--- config.mk ---
export PLATFORM = sky130hd
export DESIGN_NAME = exp1_button_cond_flat
export DESIGN_NICKNAME = d
export VERILOG_FILES = /design/src/rtl/exp1_button_cond_if.sv /design/src/rtl/exp1_button_cond.sv /design/src/flat_wrapper.sv
export SDC_FILE = /design/constraint.sdc
export NUM_CORES = 1
export LEC_CHECK = 0
export CAP_MARGIN = 20
export CORE_ASPECT_RATIO = 1.5
export CORE_MARGIN = 4
export CORE_UTILIZATION = 35
export DETAILED_ROUTE_END_ITERATION = 8
export GPL_TIMING_DRIVEN = 1
export HOLD_SLACK_MARGIN = 0.06
export PLACE_DENSITY = 0.53
export SYNTH_ARGS = -nofsm -noshare
export SYNTH_HDL_FRONTEND = slang
export SYNTH_SLANG_ARGS = --single-unit
--- constraint.sdc ---
create_clock -name clk_16 -period 6.4 [get_ports clk_16]
set_clock_uncertainty 0.2 [all_clocks]
set_input_delay 0.64 -clock clk_16 [delete_from_list [all_inputs] [get_ports clk_16]]
set_output_delay 0.64 -clock clk_16 [all_outputs]
set_load 0.02 [all_outputs]
--- src/rtl/exp1_button_cond_if.sv ---
// Button-conditioner signal bundle for the traffic countdown experiment.
//   key_up_n, key_dn_n : raw active-low push-buttons (asynchronous to clk_16)
//   repeat_en          : 1 = auto-repeat enabled while a button is held
//   up_pulse, dn_pulse : one-cycle count commands towards the countdown core
//   up_held, dn_held   : debounced pressed level per channel
// master = board/consumer side, slave = the conditioner.
interface exp1_button_cond_if;
    logic key_up_n;
    logic key_dn_n;
    logic repeat_en;
    logic up_pulse;
    logic dn_pulse;
    logic up_held;
    logic dn_held;

    modport master (
        output key_up_n, key_dn_n, repeat_en,
        input  up_pulse, dn_pulse, up_held, dn_held
    );

    modport slave (
        input  key_up_n, key_dn_n, repeat_en,
        output up_pulse, dn_pulse, up_held, dn_held
    );
endinterface

--- src/rtl/exp1_button_cond.sv ---
// Two-channel push-button conditioner: synchronise, debounce press and
// release, emit one pulse per confirmed press and optional auto-repeat.
//   clk_16 : system clock
//   rst_n  : asynchronous active-low reset
//   btn    : exp1_button_cond_if.slave (keys and repeat_en in; pulses and
//            held levels out). Channel 0 = up, channel 1 = down.
module exp1_button_cond #(
    parameter logic [23:0] DB_CYCLES    = 24'd160000,
    parameter logic [23:0] REPEAT_DELAY = 24'd8000000,
    parameter logic [23:0] REPEAT_RATE  = 24'd1600000
) (
    input logic               clk_16,
    input logic               rst_n,
    exp1_button_cond_if.slave btn
);

    typedef enum logic [2:0] {
        S_IDLE,
        S_PRESS,
        S_HELD,
        S_REPEAT,
        S_RELEASE
    } state_t;

    localparam logic [23:0] DELAY_LAST = REPEAT_DELAY - 24'd1;
    localparam logic [23:0] RATE_LAST  = REPEAT_RATE - 24'd1;

    logic [1:0] key_raw;
    logic [1:0] sync1_q;
    logic [1:0] sync2_q;
    logic [1:0] pulse_q;
    logic [1:0] held_q;
    logic       repeat_mask;

    assign key_raw = {btn.key_dn_n, btn.key_up_n};

    always_ff @(posedge clk_16 or negedge rst_n) begin
        if (!rst_n) begin
            sync1_q <= '1;
            sync2_q <= '1;
        end else begin
            sync1_q <= key_raw;
            sync2_q <= sync1_q;
        end
    end

    // Both channels held: repeats are suppressed, counters keep running.
    assign repeat_mask = held_q[0] & held_q[1];

    for (genvar ch = 0; ch < 2; ch++) begin : g_ch
        state_t      state_q, state_d;
        logic [23:0] cnt_q, cnt_d;
        logic        p_q, p_d;
        logic        h_q, h_d;
        logic        key_s;

        assign key_s = sync2_q[ch];

        always_ff @(posedge clk_16 or negedge rst_n) begin
            if (!rst_n) begin
                state_q <= S_IDLE;
                cnt_q   <= '0;
                p_q     <= 1'b0;
                h_q     <= 1'b0;
            end else begin
                state_q <= state_d;
                cnt_q   <= cnt_d;
                p_q     <= p_d;
                h_q     <= h_d;
            end
        end

        // The counter holds the number of consecutive debounce samples already
        // seen; a press/release is confirmed on the sample that makes it reach
        // DB_CYCLES. IDLE shares the PRESS path since its counter is 0, which
        // also makes DB_CYCLES == 1 confirm on the first low sample.
        always_comb begin
            state_d = state_q;
            cnt_d   = cnt_q;
            p_d     = 1'b0;
            h_d     = h_q;
            case (state_q)
                S_IDLE, S_PRESS: begin
                    if (key_s) begin
                        state_d = S_IDLE;
                        cnt_d   = '0;
                    end else if (cnt_q + 24'd1 == DB_CYCLES) begin
                        p_d     = 1'b1;
                        h_d     = 1'b1;
                        state_d = S_HELD;
                        cnt_d   = '0;
                    end else begin
                        state_d = S_PRESS;
                        cnt_d   = cnt_q + 24'd1;
                    end
                end
                S_HELD, S_REPEAT: begin
                    if (key_s) begin
                        if (DB_CYCLES == 24'd1) begin
                            state_d = S_IDLE;
                            h_d     = 1'b0;
                            cnt_d   = '0;
                        end else begin
                            state_d = S_RELEASE;
                            cnt_d   = 24'd1;
                        end
                    end else if (state_q == S_HELD) begin
                        if (cnt_q == DELAY_LAST) begin
                            // Saturated here until repeat_en allows the first repeat.
                            if (btn.repeat_en) begin
                                p_d     = ~repeat_mask;
                                state_d = S_REPEAT;
                                cnt_d   = '0;
                            end
                        end else begin
                            cnt_d = cnt_q + 24'd1;
                        end
                    end else if (!btn.repeat_en) begin
                        state_d = S_HELD;
                        cnt_d   = '0;
                    end else if (cnt_q == RATE_LAST) begin
                        p_d   = ~repeat_mask;
                        cnt_d = '0;
                    end else begin
                        cnt_d = cnt_q + 24'd1;
                    end
                end
                S_RELEASE: begin
                    if (!key_s) begin
                        // Bounce during release: back to held, not a new press.
                        state_d = S_HELD;
                        cnt_d   = '0;
                    end else if (cnt_q + 24'd1 == DB_CYCLES) begin
                        state_d = S_IDLE;
                        h_d     = 1'b0;
                        cnt_d   = '0;
                    end else begin
                        cnt_d = cnt_q + 24'd1;
                    end
                end
                default: begin
                    state_d = S_IDLE;
                    cnt_d   = '0;
                    h_d     = 1'b0;
                end
            endcase
        end

        assign pulse_q[ch] = p_q;
        assign held_q[ch]  = h_q;
    end

    assign btn.up_pulse = pulse_q[0];
    assign btn.dn_pulse = pulse_q[1];
    assign btn.up_held  = held_q[0];
    assign btn.dn_held  = held_q[1];

endmodule

--- src/flat_wrapper.sv ---
// flat-port wrapper written by rule: the top's interface ports become plain ports
module exp1_button_cond_flat 
#(
    parameter logic [23:0] DB_CYCLES    = 24'd160000,
    parameter logic [23:0] REPEAT_DELAY = 24'd8000000,
    parameter logic [23:0] REPEAT_RATE  = 24'd1600000
)
  (clk_16, rst_n, btn_key_up_n, btn_key_dn_n, btn_repeat_en, btn_up_pulse, btn_dn_pulse, btn_up_held, btn_dn_held);
  exp1_button_cond_if btn_i ();
  input logic clk_16;
  input logic rst_n;
  input wire logic [$bits(btn_i.key_up_n)-1:0] btn_key_up_n;
  input wire logic [$bits(btn_i.key_dn_n)-1:0] btn_key_dn_n;
  input wire logic [$bits(btn_i.repeat_en)-1:0] btn_repeat_en;
  output wire logic [$bits(btn_i.up_pulse)-1:0] btn_up_pulse;
  output wire logic [$bits(btn_i.dn_pulse)-1:0] btn_dn_pulse;
  output wire logic [$bits(btn_i.up_held)-1:0] btn_up_held;
  output wire logic [$bits(btn_i.dn_held)-1:0] btn_dn_held;
  assign btn_i.key_up_n = btn_key_up_n;
  assign btn_i.key_dn_n = btn_key_dn_n;
  assign btn_i.repeat_en = btn_repeat_en;
  assign btn_up_pulse = btn_i.up_pulse;
  assign btn_dn_pulse = btn_i.dn_pulse;
  assign btn_up_held = btn_i.up_held;
  assign btn_dn_held = btn_i.dn_held;
  exp1_button_cond #(.DB_CYCLES(DB_CYCLES), .REPEAT_DELAY(REPEAT_DELAY), .REPEAT_RATE(REPEAT_RATE)) u_core (.clk_16(clk_16), .rst_n(rst_n), .btn(btn_i));
endmodule
# Word-level counts from Yosys, hierarchy flattened
# Cells that the tools add are included.
dict set report op_classes {
  n_addsub 2
  n_eq_ne 32
  n_mux 64
  n_reduce_logical 10
  n_bitwise 4
}
# cell n
set op_table {}
lappend op_table {{$mux W24} 17}
lappend op_table {{$pmux W24 S3} 2}
lappend op_table {{$add A24 B1 Y24 const B} 2}
lappend op_table {{$eq A24 B18 Y1 const B} 2}
lappend op_table {{$eq A24 B21 Y1 const B} 2}
lappend op_table {{$eq A24 B23 Y1 const B} 2}
lappend op_table {{$mux W3} 14}
lappend op_table {{$mux W1} 23}
lappend op_table {{$pmux W3 S3} 2}
lappend op_table {{$ne A4 B3 Y1 const B} 4}
lappend op_table {{$eq A3 B2 Y1 const B} 4}
lappend op_table {{$ne A2 B1 Y1 const B} 6}
lappend op_table {{$ne A5 B4 Y1 const B} 2}
lappend op_table {{$reduce_and A5 Y1} 2}
lappend op_table {{$ne A4 B2 Y1 const B} 2}
lappend op_table {{$reduce_and A4 Y1} 2}
lappend op_table {{$reduce_or A2 Y1} 4}
lappend op_table {{$eq A3 B1 Y1 const B} 2}
lappend op_table {{$eq A3 B3 Y1 const B} 2}
lappend op_table {{$logic_not A3 Y1} 2}
lappend op_table {{$ne A3 B3 Y1 const B} 2}
lappend op_table {{$pmux W1 S3} 2}
lappend op_table {{$mux W2} 2}
lappend op_table {{$ne A2 B2 Y1 const B} 2}
lappend op_table {{3 further kinds} 6}
dict set report totals {
  input_bits 5
  reg_bits 62
  output_inout_bits 4
  word_cells 122
}

# Logic depth before layout (Yosys ltp)
# Gate-level depths: netlist (run 1).
dict set report depth {
  depth_word 7
  mapped_depth 11
  depth_no_buf 9
}

# Worst setup path before layout (run 1)
# Ideal clock, no wire load.
dict set report synth_timing {
  kind {flip-flop to flip-flop}
  startpoint {register u_core.g_ch[0].cnt_q[5]}
  endpoint {register u_core.g_ch[0].cnt_q[12]}
  path_stages_with_launch 12
  setup_slack_ns 3.155
  setup_time_ns 0.134
  path_buffers 3
  required_time_ns 6.066
  period_less_slack_ns 3.245
  arrival_time_ns 2.910
  path_cell_list {dfrtp_1 -> clkbuf_2 -> nand4_1 -> or4_1 -> buf_2 -> or4_1 -> a22o_1 -> nor4_4 -> nor2_2 -> o21ai_4 -> buf_6 -> o21ai_1}
}
dict set report synth_between {
  elab_chain_len 6
  elab_cells_between_ends 14
  classes_between {add/sub (1); eq/ne (4); mux (9)}
}
# item line_no
set synth_lines {}
lappend synth_lines {{from (decl)} exp1_button_cond.sv:52} ;# logic [23:0] cnt_q, cnt_d;
lappend synth_lines {{from (signal assigned)} exp1_button_cond.sv:67} ;# cnt_q <= cnt_d;
lappend synth_lines {{parallel branches: the longest is 6 deep, another holds $add A24 B1 Y24} n/a}
# Several ways; the timed one is not identified.
# A chain may end at the register's enable or synchronous reset.

# Worst setup path in the final report (run 1)
dict set report layout_timing {
  startpoint {register u_core.g_ch[1].cnt_q[4]}
  endpoint {register u_core.g_ch[1].cnt_q[20]}
}
dict set report layout_between {
  elab_chain_len 6
  elab_cells_between_ends 14
  classes_between {add/sub (1); eq/ne (4); mux (9)}
}
# item line_no
set layout_lines {}
lappend layout_lines {{from (decl)} exp1_button_cond.sv:52}
lappend layout_lines {{from (signal assigned)} exp1_button_cond.sv:67}
lappend layout_lines {{parallel branches: the longest is 6 deep, another holds $add A24 B1 Y24} n/a}
# Several ways; the timed one is not identified.

==> run_results.csv, run 1 <==
group,metric,value,unit
power_and_ir_drop,power,0.869,mW
floorplan,die_w,93.3,um
synth,ys.warnings.count,0,
sta,final_hold_viol_count,0,
final_layout,multi_input_area,2060,um^2
synth,ys_seq_area_frac,0.408,
power_and_ir_drop,vdd_drop_max,130,uV
synth,syn-cell-area,3820,um^2
sta,min_period,4.18,ns
clocking,cts_tree,"yes",
power_and_ir_drop,power_density,206,nW/um^2
final_layout,diodes,0,
setup_path,cp_max_fo,23,
clocking,clk_latency,0.33,ns
sta,tightest_slew,1.01,ns
synth,synthMuxAreaShare,0.00524,
power_and_ir_drop,leakage,1.55,nW
floorplan,start_util,0.359,
job,drv_cap,0,
synth,synth_compound_area_frac,0.148,
clocking,clkSinkCount,62,
routing,drt_iter0_markers,128,
synth,synth_fp_nets,447,
floorplan,die_h,136,um
floorplan,core_area,10600,um^2
sta,max_slew_margin,0.322,
final_layout,seq_area,1560,um^2
grt,antenna_found_initial,0,
placed_design,gp_congestion,0.849,
setup_path,max_stage_delay,0.90,ns
setup_path,start_kind,"flop",
synth,synthSimpleGateAreaFrac,0.272,
sta,fmax,239,MHz
run_status,status,"finished, final reports clean",
routing,routedWlPerCell,15.4,um
floorplan,die_area,12700,um^2
sta,fin_crit_sh,0.653,
floorplan,fp-row-count,46,
routing,totalWireLength,9000,um
min_path,hold_path_class,"reg2reg",
synth,synth_top_area_cell,"dfrtp_1",
setup_path,crit_chain,"nand3_1 -> nor3_1 -> nand4_1 -> xnor2_1 -> nor4_1 -> or2_2 -> a21o_1 -> o21ai_0",
sta,finalSetupViolCount,0,
clocking,cts_max_path_buffers,2,
sta,setup_slack,2.22,ns
grt,grt_max_degree,63,
sta,hold-worst-slack,0.156,ns
routing,drtPass1Iterations,4,
floorplan,boundaryPins,9,
synth,synth_top_family_by_area,"simple AND/OR/NAND/NOR gates",
synth,synth_seq_cells,62,
synth,synthXorXnorAreaFrac,0.108,
routing,viasPerCell,5.56,
synth,synth_fa_ha_area_frac,0.00656,
setup_path,crit_slowest_cell,"nor3_1",
setup_path,crit_arrival,4.15,ns
grt,grt_first_pass_wirelength,15200,um
synth,ys.flop_type,"dfrtp_1",
synth,synth_top_area_share,0.380,
grt,grt_usage,0.152,
placed_design,dp_worst_setup_slack,2.22,ns
clocking,cts_resized,0,
setup_path,critPathKind,"reg2reg",
setup_path,end_kind,"flop",
final_layout,area_growth,10.6,%
placed_design,portBuffers,8,
final_layout,drive_gt1_frac,0.0729,
sta,fin_setup_tns,0,ns
final_layout,final_nets,441,
clocking,post_cts_buffers,0,
sta,rsz0062_at_grt,"false",
clocking,cts.hold.buffers_added,0,
final_layout,fillers,1064,
placed_design,dp_hpwl,6240,um
synth,async_reset_ff_frac,1.00,
synth,syn_inst,440,
synth,synth_area_per_cell,8.68,um^2
synth,yosysUniqueCellTypes,63,
clocking,cts_inserted_buffers,9,
setup_path,crit_required,6.37,ns
clocking,cts-root-buf,"clkbuf_16",
routing,route.antenna.remaining_nets,0,
synth,ys_top_cells_by_area,"dfrtp_1 (38%), xnor2_1 (6.9%), nor2_1 (4.4%)",
grt,grt_pass1_vias,3134,
sta,finalMaxSlewViolations,0,
clocking,clk_pin_slew_worst_paths,0.06,ns
routing,route.detailed.drc,0,
synth,synth_edf_count,0,
clocking,htree_levels,3,
routing,vias,3239,
grt,grt-ovfl-total,0,
## critical path, delay by kind of cell, from the launching register on
kind	cells	cell delay, ns
AO/OA/AOI/OAI	2	0.76
XOR/XNOR	1	0.18
flip-flops	1	0.43
AND/OR/NAND/NOR	5	2.43
## layer usage
| metal | global-route usage | wire length [um] |
|---|---|---|
| met3 | 0.0293 | 291 |
| met5 | 0 | 0 |
| met1 | 0.173 | 3660 |
| met4 | 0.104 | 353 |
| met2 | 0.254 | 4700 |
## sequential cells by signal, indices dropped and copies added (netlist names)
register and count:
u_core.sync1_q 2, u_core.btn.up_held 1, u_core.g_ch.cnt_q 48, u_core.btn.dn_pulse 1, u_core.sync2_q 2, u_core.btn.up_pulse 1, u_core.btn.dn_held 1, u_core.g_ch.state_q 6
## path summary, 6_finish.rpt
kind                                                        end  depth (start not counted)  slack (ns)                                 from
hold reg to reg                     u_core.sync2_q[0]$_DFF_PN1_                          0        0.16          u_core.sync1_q[0]$_DFF_PN1_
max in group asynchronous   u_core.g_ch[1].cnt_q[3]$_DFFE_PN0P_                          2        5.19                                rst_n
min in group asynchronous   u_core.g_ch[0].cnt_q[5]$_DFFE_PN0P_                          2        0.29                                rst_n
setup / recovery           u_core.g_ch[1].cnt_q[20]$_DFFE_PN0P_                          8        2.22  u_core.g_ch[1].cnt_q[4]$_DFFE_PN0P_
setup reg to reg           u_core.g_ch[1].cnt_q[20]$_DFFE_PN0P_                          8        2.22  u_core.g_ch[1].cnt_q[4]$_DFFE_PN0P_
hold / removal                      u_core.sync2_q[0]$_DFF_PN1_                          0        0.16          u_core.sync1_q[0]$_DFF_PN1_
## Yosys cell counts, types with 3 or more instances
| master | n |
|---|---|
| nand4_1 | 14 |
| or4_1 | 3 |
| nor4b_1 | 4 |
| xor2_1 | 17 |
| nor2b_1 | 4 |
| and4_1 | 4 |
| a21oi_1 | 12 |
| buf_2 | 4 |
| clkbuf_1 | 19 |
| a311oi_1 | 4 |
| or2_2 | 3 |
| nor2_1 | 45 |
| nand2_1 | 31 |
| nand2b_1 | 5 |
| nor3_1 | 24 |
| and2_1 | 4 |
| or3_1 | 7 |
| and3_1 | 5 |
| xnor2_1 | 30 |
| dfstp_2 | 4 |
| nor4_1 | 11 |
| dfrtp_1 | 58 |
| o21ai_1 | 8 |
| inv_1 | 19 |
| o21ai_0 | 27 |
| nand3_1 | 22 |
| o31ai_1 | 3 |
## cell usage in the layout, fill, tap and decap left out, drive strengths merged, types with 11 or more instances in the layout
cell type,netlist,final
dfrtp,58,58
nand4,15,15
o21ai,36,36
clkbuf,20,11
xor2,17,17
nor4,12,12
nand2,31,31
xnor2,30,30
nor3,24,24
nand3,22,22
nor2,46,46
inv,19,19
a21oi,12,12
## per-stage QoR
step / utilization / std cells / area (um^2)
global placement: 0.372 / 566 / 3960
floorplan: - / 440 / 3820
CTS: 0.397 / 583 / 4220
finish: 0.397 / 583 / 4220
global route: 0.397 / 583 / 4220
detailed placement: 0.372 / 567 / 3960
## cell families after synthesis
family | count (synthesis)
buffers and inverters | 47
multiplexers | 2
flip-flops | 62
adder cells (fa/ha/maj) | 2
AND/OR/NAND/NOR | 194
AO/OA/AOI/OAI | 86
XOR/XNOR | 47
## cell type report
class,count,share of cell area
Clock inverter,5,0.00652
Timing Repair Buffer,11,0.0225
Inverter,19,0.0169
Tap cell,144,0.0427
Clock buffer,11,0.0551
Sequential cell,62,0.369
Multi-Input combinational cell,331,0.488
## report_power, final
part	leakage [nW]	internal, mW	total [mW]	switching [mW]
Sequential	0.843	0.398	0.405	0.00694
Clock	0.129	0.259	0.434	0.175
Combinational	0.578	0.00915	0.0291	0.0199
Power figures use the tool's default switching activity.
==> inputs of run 2 (changes only) <==
clock period = 3.9 ns   (was 6.4 ns; I/O delays follow)
==> run 2 against run 1 <==
First-iteration DRC count up 19%. Sequential share of layout area fell by 1.4 points. Combinational power up 82%. Utilization rose by 1.5 points. Global-route usage increased by 0.67 points. Via count rose by 1.2%. Cell area increased by 3.9%. Non-clock buffer count is 11 higher. Register-to-register slack got worse by 1.8 ns. Worst setup slack lost 1.8 ns.
==> run_results.csv, run 2 (synthesized netlist as in run 1, its figures left out) <==
group,metric,value,unit
run_status,status,"finished, final reports clean",
setup_path,end_kind,"flop",
power_and_ir_drop,power,1.60,mW
sta,finalSetupViolCount,0,
placed_design,gp_congestion,0.868,
power_and_ir_drop,power_density,364,nW/um^2
routing,viasPerCell,5.53,
floorplan,die_h,136,um
setup_path,cp-startpoint,"u_core.g_ch[1].cnt_q[0]$_DFFE_PN0P_",
final_layout,largest_registers,"u_core.g_ch.cnt_q x48, u_core.g_ch.state_q x6",
sta,min_period,3.49,ns
sta,final_hold_viol_count,0,
routing,totalWireLength,9440,um
grt,antenna_found_initial,0,
final_layout,layout_common_cells,"dfrtp_1 (58), nor2_1 (45), nand2_1 (31)",
sta,finalMaxSlewViolations,0,
routing,route.antenna.remaining_nets,0,
sta,fin_setup_tns,0,ns
floorplan,start_util,0.359,
routing,route.detailed.drc,0,
power_and_ir_drop,leakage,1.64,nW
setup_path,crit_required,3.87,ns
final_layout,diodes,0,
clocking,cts_resized,0,
setup_path,crit_arrival,3.46,ns
routing,drt_iter0_markers,152,
clocking,htree_levels,3,
job,drv_cap,0,
final_layout,regMostFlops,"u_core.g_ch.cnt_q",
clocking,clkSinkCount,62,
sta,setup_slack,0.406,ns
sta,fin_crit_sh,0.896,
routing,vias,3277,
floorplan,fp-row-count,46,
sta,tightest_slew,0.567,ns
sta,rsz0062_at_grt,"false",
grt,grt-ovfl-total,0,
setup_path,critPathKind,"reg2reg",
setup_path,start_kind,"flop",
clocking,cts_max_path_buffers,2,
final_layout,drive_gt1_frac,0.0958,
setup_path,cp_max_fo,23,
final_layout,fillers,1075,
grt,grt_usage,0.159,
grt,grt_pass1_vias,3158,
min_path,hold_path_class,"reg2reg",
final_layout,final_core_util,0.412,
clocking,clk_latency,0.33,ns
floorplan,die_area,12700,um^2
floorplan,die_w,93.3,um
grt,grt_max_degree,45,
placed_design,dp_worst_setup_slack,0.425,ns
floorplan,core_area,10600,um^2
sta,max_slew_margin,0.619,
final_layout,largest_reg_flops,48,
placed_design,portBuffers,8,
power_and_ir_drop,vdd_drop_max,208,uV
final_layout,final_nets,452,
min_path,hold_start,"u_core.sync1_q[1]$_DFF_PN1_",
sta,fmax,286,MHz
final_layout,area_growth,14.9,%
final_layout,layout_commonest_cell,"dfrtp_1",
floorplan,boundaryPins,9,
clocking,cts-root-buf,"clkbuf_16",
clocking,cts_tree,"yes",
routing,drtPass1Iterations,4,
grt,grt_first_pass_wirelength,15800,um
placed_design,dp_hpwl,6690,um
clocking,cts_inserted_buffers,9,
clocking,clk_pin_slew_worst_paths,0.05,ns
setup_path,worstReg2RegStart,"u_core.g_ch[1].cnt_q[0]$_DFFE_PN0P_",
routing,routedWlPerCell,15.9,um
[run 2: changes by cell type in the layout (fill, tap and decap cells not counted)]
cell / previous run / this run
bufinv_16: 0 / 2
clkbuf_8: 0 / 2
buf_12: 0 / 1
clkinv_2: 4 / 2
buf_2: 2 / 1
clkinvlp_4: 1 / 0
dlygate4sd3_1: 0 / 1
clkbuf_1: 2 / 0
buf_4: 2 / 12
[run 2: layout make-up]
cell class / count / area [um^2] / area share
Multi-Input combinational cell: 331 / 2060 / 0.470
Sequential cell: 62 / 1560 / 0.355
Clock buffer: 11 / 253 / 0.0576
Timing Repair Buffer: 22 / 195 / 0.0445
Tap cell: 144 / 180 / 0.0411
Inverter: 19 / 71.3 / 0.0163
Clock inverter: 4 / 70.1 / 0.0160
[run 2: where the power goes]
| group | internal [mW] | switching (mW) | leakage (nW) |
|---|---|---|---|
| clock | 0.588 | 0.289 | 0.161 |
| combinational | 0.0195 | 0.0335 | 0.636 |
| sequential | 0.654 | 0.0117 | 0.843 |
| total | 1.26 | 0.334 | 1.64 |
[run 2: critical path, cell delays in order (launching register included)]
cell	delay (ns)
dfrtp_1	0.43
ha_1	0.27
nand3_1	0.21
or3_1	0.50
nor4b_1	0.31
o221ai_1	0.18
nor4_1	0.37
buf_4	0.22
or2_2	0.15
a21o_1	0.11
buf_4	0.24
o21ai_0	0.14
[run 2: worst paths after layout]
path | end | slack [ns] | cells after the start
max in group asynchronous | u_core.sync2_q[1]$_DFF_PN1_ | 2.69 | 3
hold reg to reg | u_core.sync2_q[1]$_DFF_PN1_ | 0.16 | 0
setup reg to reg | u_core.g_ch[1].cnt_q[21]$_DFFE_PN0P_ | 0.41 | 11
hold / removal | u_core.sync2_q[1]$_DFF_PN1_ | 0.16 | 0
setup / recovery | u_core.g_ch[1].cnt_q[21]$_DFFE_PN0P_ | 0.41 | 11
min in group asynchronous | u_core.g_ch[0].cnt_q[12]$_DFFE_PN0P_ | 0.24 | 2
[run 2: routing by layer]
metal	track usage	vias up	routed length (um)
met5	0	-	0
met4	0.0725	0	265
met3	0.0332	21	282
met2	0.283	75	4990
met1	0.179	1594	3910
li1	-	1587	-
[run 2: timing repair]
action,4_1_cts,5_1_grt
hold buffers,0,1
endpoints found under the setup margin,0,0
endpoints found under the hold margin,0,58
buffers inserted,0,0
[run 2: metrics by stage]
step	hold WS, ns	cell area (um^2)	instances
after floorplan	-0.106	3820	440
after CTS	0.0767	4360	591
after global placement	0.146	4030	576
final	0.157	4390	593
after global routing	0.161	4390	593
after detailed placement	0.151	4030	576
==> inputs of run 3 (changes only) <==
ABC_AREA = 1   (was default)
==> run 3 against run 2 <==
Wire length rose by 38%. Worst setup slack improved by 0.56 ns. Clock power fell by 6.4%. Synthesized cell count rose by 57%. Utilization fell by 0.89 points. Critical path depth rose by 4. Sequential power barely moved. Cell area rose by 14%. Die area rose by 15%. Via count rose by 36%. Combinational power rose by 1%. Critical endpoint is now u_core.g_ch[0].cnt_q[14]$_DFFE_PN0P_. Highest routed layer unchanged.
==> run_results.csv, run 3 <==
group,metric,value,unit
run_status,status,"finished, final reports clean",
synth,synth_fp_nets,697,
floorplan,fp-row-count,50,
synth,syn-cell-area,4460,um^2
final_layout,diodes,0,
synth,ys.warnings.count,0,
clocking,clk_latency,0.33,ns
clocking,htree_levels,3,
synth,syn_inst,690,
clocking,clkSinkCount,62,
sta,setup_slack,0.967,ns
final_layout,area_growth,12.6,%
power_and_ir_drop,power,1.54,mW
clocking,cts_max_path_buffers,2,
setup_path,path_common_cell,"nand2_1",
synth,synthSimpleGateAreaFrac,0.504,
synth,ys.flop_type,"dfrtp_1",
sta,rsz0062_at_grt,"false",
synth,ys_seq_area_frac,0.349,
synth,synth_fa_ha_area_frac,0.00561,
placed_design,dpl-instance-area,4700,um^2
sta,final_hold_viol_count,0,
synth,synth_area_per_cell,6.46,um^2
routing,viasPerCell,5.14,
setup_path,start_kind,"flop",
floorplan,die_area,14600,um^2
placed_design,portBuffers,8,
min_path,hold_path_class,"reg2reg",
sta,max_slew_margin,0.448,
synth,synth_top_area_share,0.326,
setup_path,max_stage_delay,0.47,ns
sta,fmax,341,MHz
power_and_ir_drop,vdd_drop_max,215,uV
grt,grt_usage,0.187,
synth,synth_compound_area_frac,0.0424,
routing,route.antenna.remaining_nets,0,
placed_design,gp_congestion,0.983,
sta,finalMaxSlewViolations,0,
synth,synth_seq_cells,62,
sta,min_period,2.93,ns
setup_path,end_kind,"flop",
floorplan,die_h,146,um
routing,vias,4455,
sta,fin_crit_sh,0.752,
setup_path,worstPathBufferInverterCount,0,
routing,totalWireLength,13100,um
final_layout,layout_common_cells,"nand2_1 (242), inv_1 (98), nor2_1 (78)",
final_layout,final_nets,713,
floorplan,boundaryPins,9,
setup_path,crit_slowest_cell,"dfrtp_1",
sta,finalSetupViolCount,0,
synth,async_reset_ff_frac,1.00,
synth,ys_top_cells_by_area,"dfrtp_1 (33%), nand2_1 (20%), inv_1 (8.3%)",
routing,routedWlPerCell,15.1,um
final_layout,final_core_util,0.403,
synth,synth_top_family_by_area,"simple AND/OR/NAND/NOR gates",
clocking,cts_tree,"yes",
setup_path,crit_chain,"ha_1 -> nand2_1 -> nor2_2 -> nand2_1 -> nor2_1 -> nand2_1 -> nand2_1 -> nand2_1 -> nor2_1 -> nand2_1 -> nor2_1 -> nand2_2 -> nand3_4 -> nand3_4 -> and2_1",
power_and_ir_drop,leakage,2.42,nW
synth,synth_top_area_cell,"dfrtp_1",
final_layout,largest_registers,"u_core.g_ch.cnt_q x48, u_core.g_ch.state_q x6",
setup_path,crit_arrival,2.95,ns
final_layout,drive_gt1_frac,0.0717,
setup_path,crit_required,3.91,ns
job,drv_cap,0,
clocking,cts_resized,0,
grt,grt_max_degree,36,
setup_path,critPathKind,"reg2reg",
synth,synth_edf_count,0,
clocking,clk_pin_slew_worst_paths,0.06,ns
final_layout,layout_commonest_cell,"nand2_1",
final_layout,largest_reg_flops,48,
clocking,cts-root-buf,"clkbuf_16",
clocking,cts_inserted_buffers,9,
floorplan,core_area,12400,um^2
routing,route.detailed.drc,0,
final_layout,regMostFlops,"u_core.g_ch.cnt_q",
synth,synth.most_common_cell,"nand2_1",
final_layout,design_area,5020,um^2
grt,grt_first_pass_wirelength,21900,um
grt,antenna_found_initial,0,
setup_path,crit_family,"simple AND/OR/NAND/NOR gates",
placed_design,dp_worst_setup_slack,0.965,ns
floorplan,die_w,100,um
floorplan,start_util,0.358,
sta,fin_setup_tns,0,ns
routing,drt_iter0_markers,160,
grt,grt_pass1_vias,4422,
power_and_ir_drop,power_density,307,nW/um^2
routing,drtPass1Iterations,5,
setup_path,cp_max_fo,18,
synth,synthXorXnorAreaFrac,0.00786,
grt,grt-ovfl-total,0,
synth,synthMuxAreaShare,0,
sta,tightest_slew,0.829,ns
synth,yosys-top-cells-count,"nand2_1 (242), inv_1 (98), nor2_1 (78), nand3_1 (64), dfrtp_1 (58)",
placed_design,dp_hpwl,10300,um
final_layout,fillers,1345,
synth,yosysUniqueCellTypes,27,
run 3: metal layers:
layer	vias up	GRT usage	routed length, um
li1	2249	-	-
met4	0	0.0668	295
met1	2083	0.204	5030
met2	98	0.358	7360
met3	25	0.0268	383
met5	-	0	0
run 3: timing repair:
| action | CTS | global route |
|---|---|---|
| hold endpoints to repair | 30 | 0 |
| buffers inserted | 0 | 0 |
| hold buffers | 1 | 0 |
run 3: per-stage QoR:
stage               hold slack [ns]  instances
floorplan                    -0.106        690
global placement              0.147        850
detailed placement            0.148        850
global route                  0.157        867
CTS                           0.155        867
finish                        0.155        867
run 3: layout make-up:
| class | count | area (um^2) | share of cell area |
|---|---|---|---|
| timing repair buffer | 11 | 100 | 0.0200 |
| tap | 156 | 195 | 0.0389 |
| clock inverter | 3 | 42.5 | 0.00848 |
| sequential | 62 | 1560 | 0.310 |
| clock buffer | 13 | 260 | 0.0519 |
| inverter | 98 | 368 | 0.0733 |
| multi-input combinational | 524 | 2490 | 0.497 |
run 3: cell families after synthesis:
logic type,after synthesis
buffers and inverters,104
AO/OA/AOI/OAI,34
AND/OR/NAND/NOR,484
flip-flops,62
XOR/XNOR,4
adder cells (fa/ha/maj),2
run 3: path summary, 6_finish.rpt:
check	to	slack [ns]	from	cells past startpoint
min in group asynchronous	u_core.g_ch[0].cnt_q[3]$_DFFE_PN0P_	0.50	rst_n	2
setup reg to reg	u_core.g_ch[0].cnt_q[14]$_DFFE_PN0P_	0.97	u_core.g_ch[0].cnt_q[0]$_DFFE_PN0P_	15
hold / removal	u_core.sync2_q[1]$_DFF_PN1_	0.15	u_core.sync1_q[1]$_DFF_PN1_	0
hold reg to reg	u_core.sync2_q[1]$_DFF_PN1_	0.15	u_core.sync1_q[1]$_DFF_PN1_	0
max in group asynchronous	u_core.g_ch[1].cnt_q[23]$_DFFE_PN0P_	2.08	rst_n	3
setup / recovery	u_core.g_ch[0].cnt_q[14]$_DFFE_PN0P_	0.97	u_core.g_ch[0].cnt_q[0]$_DFFE_PN0P_	15
run 3: power by group:
part	switching (mW)	internal, mW	total [mW]	leakage [nW]
clock	0.292	0.529	0.821	0.146
sequential	0.0121	0.654	0.666	0.843
combinational	0.0387	0.0149	0.0536	1.43
total	0.343	1.20	1.54	2.42
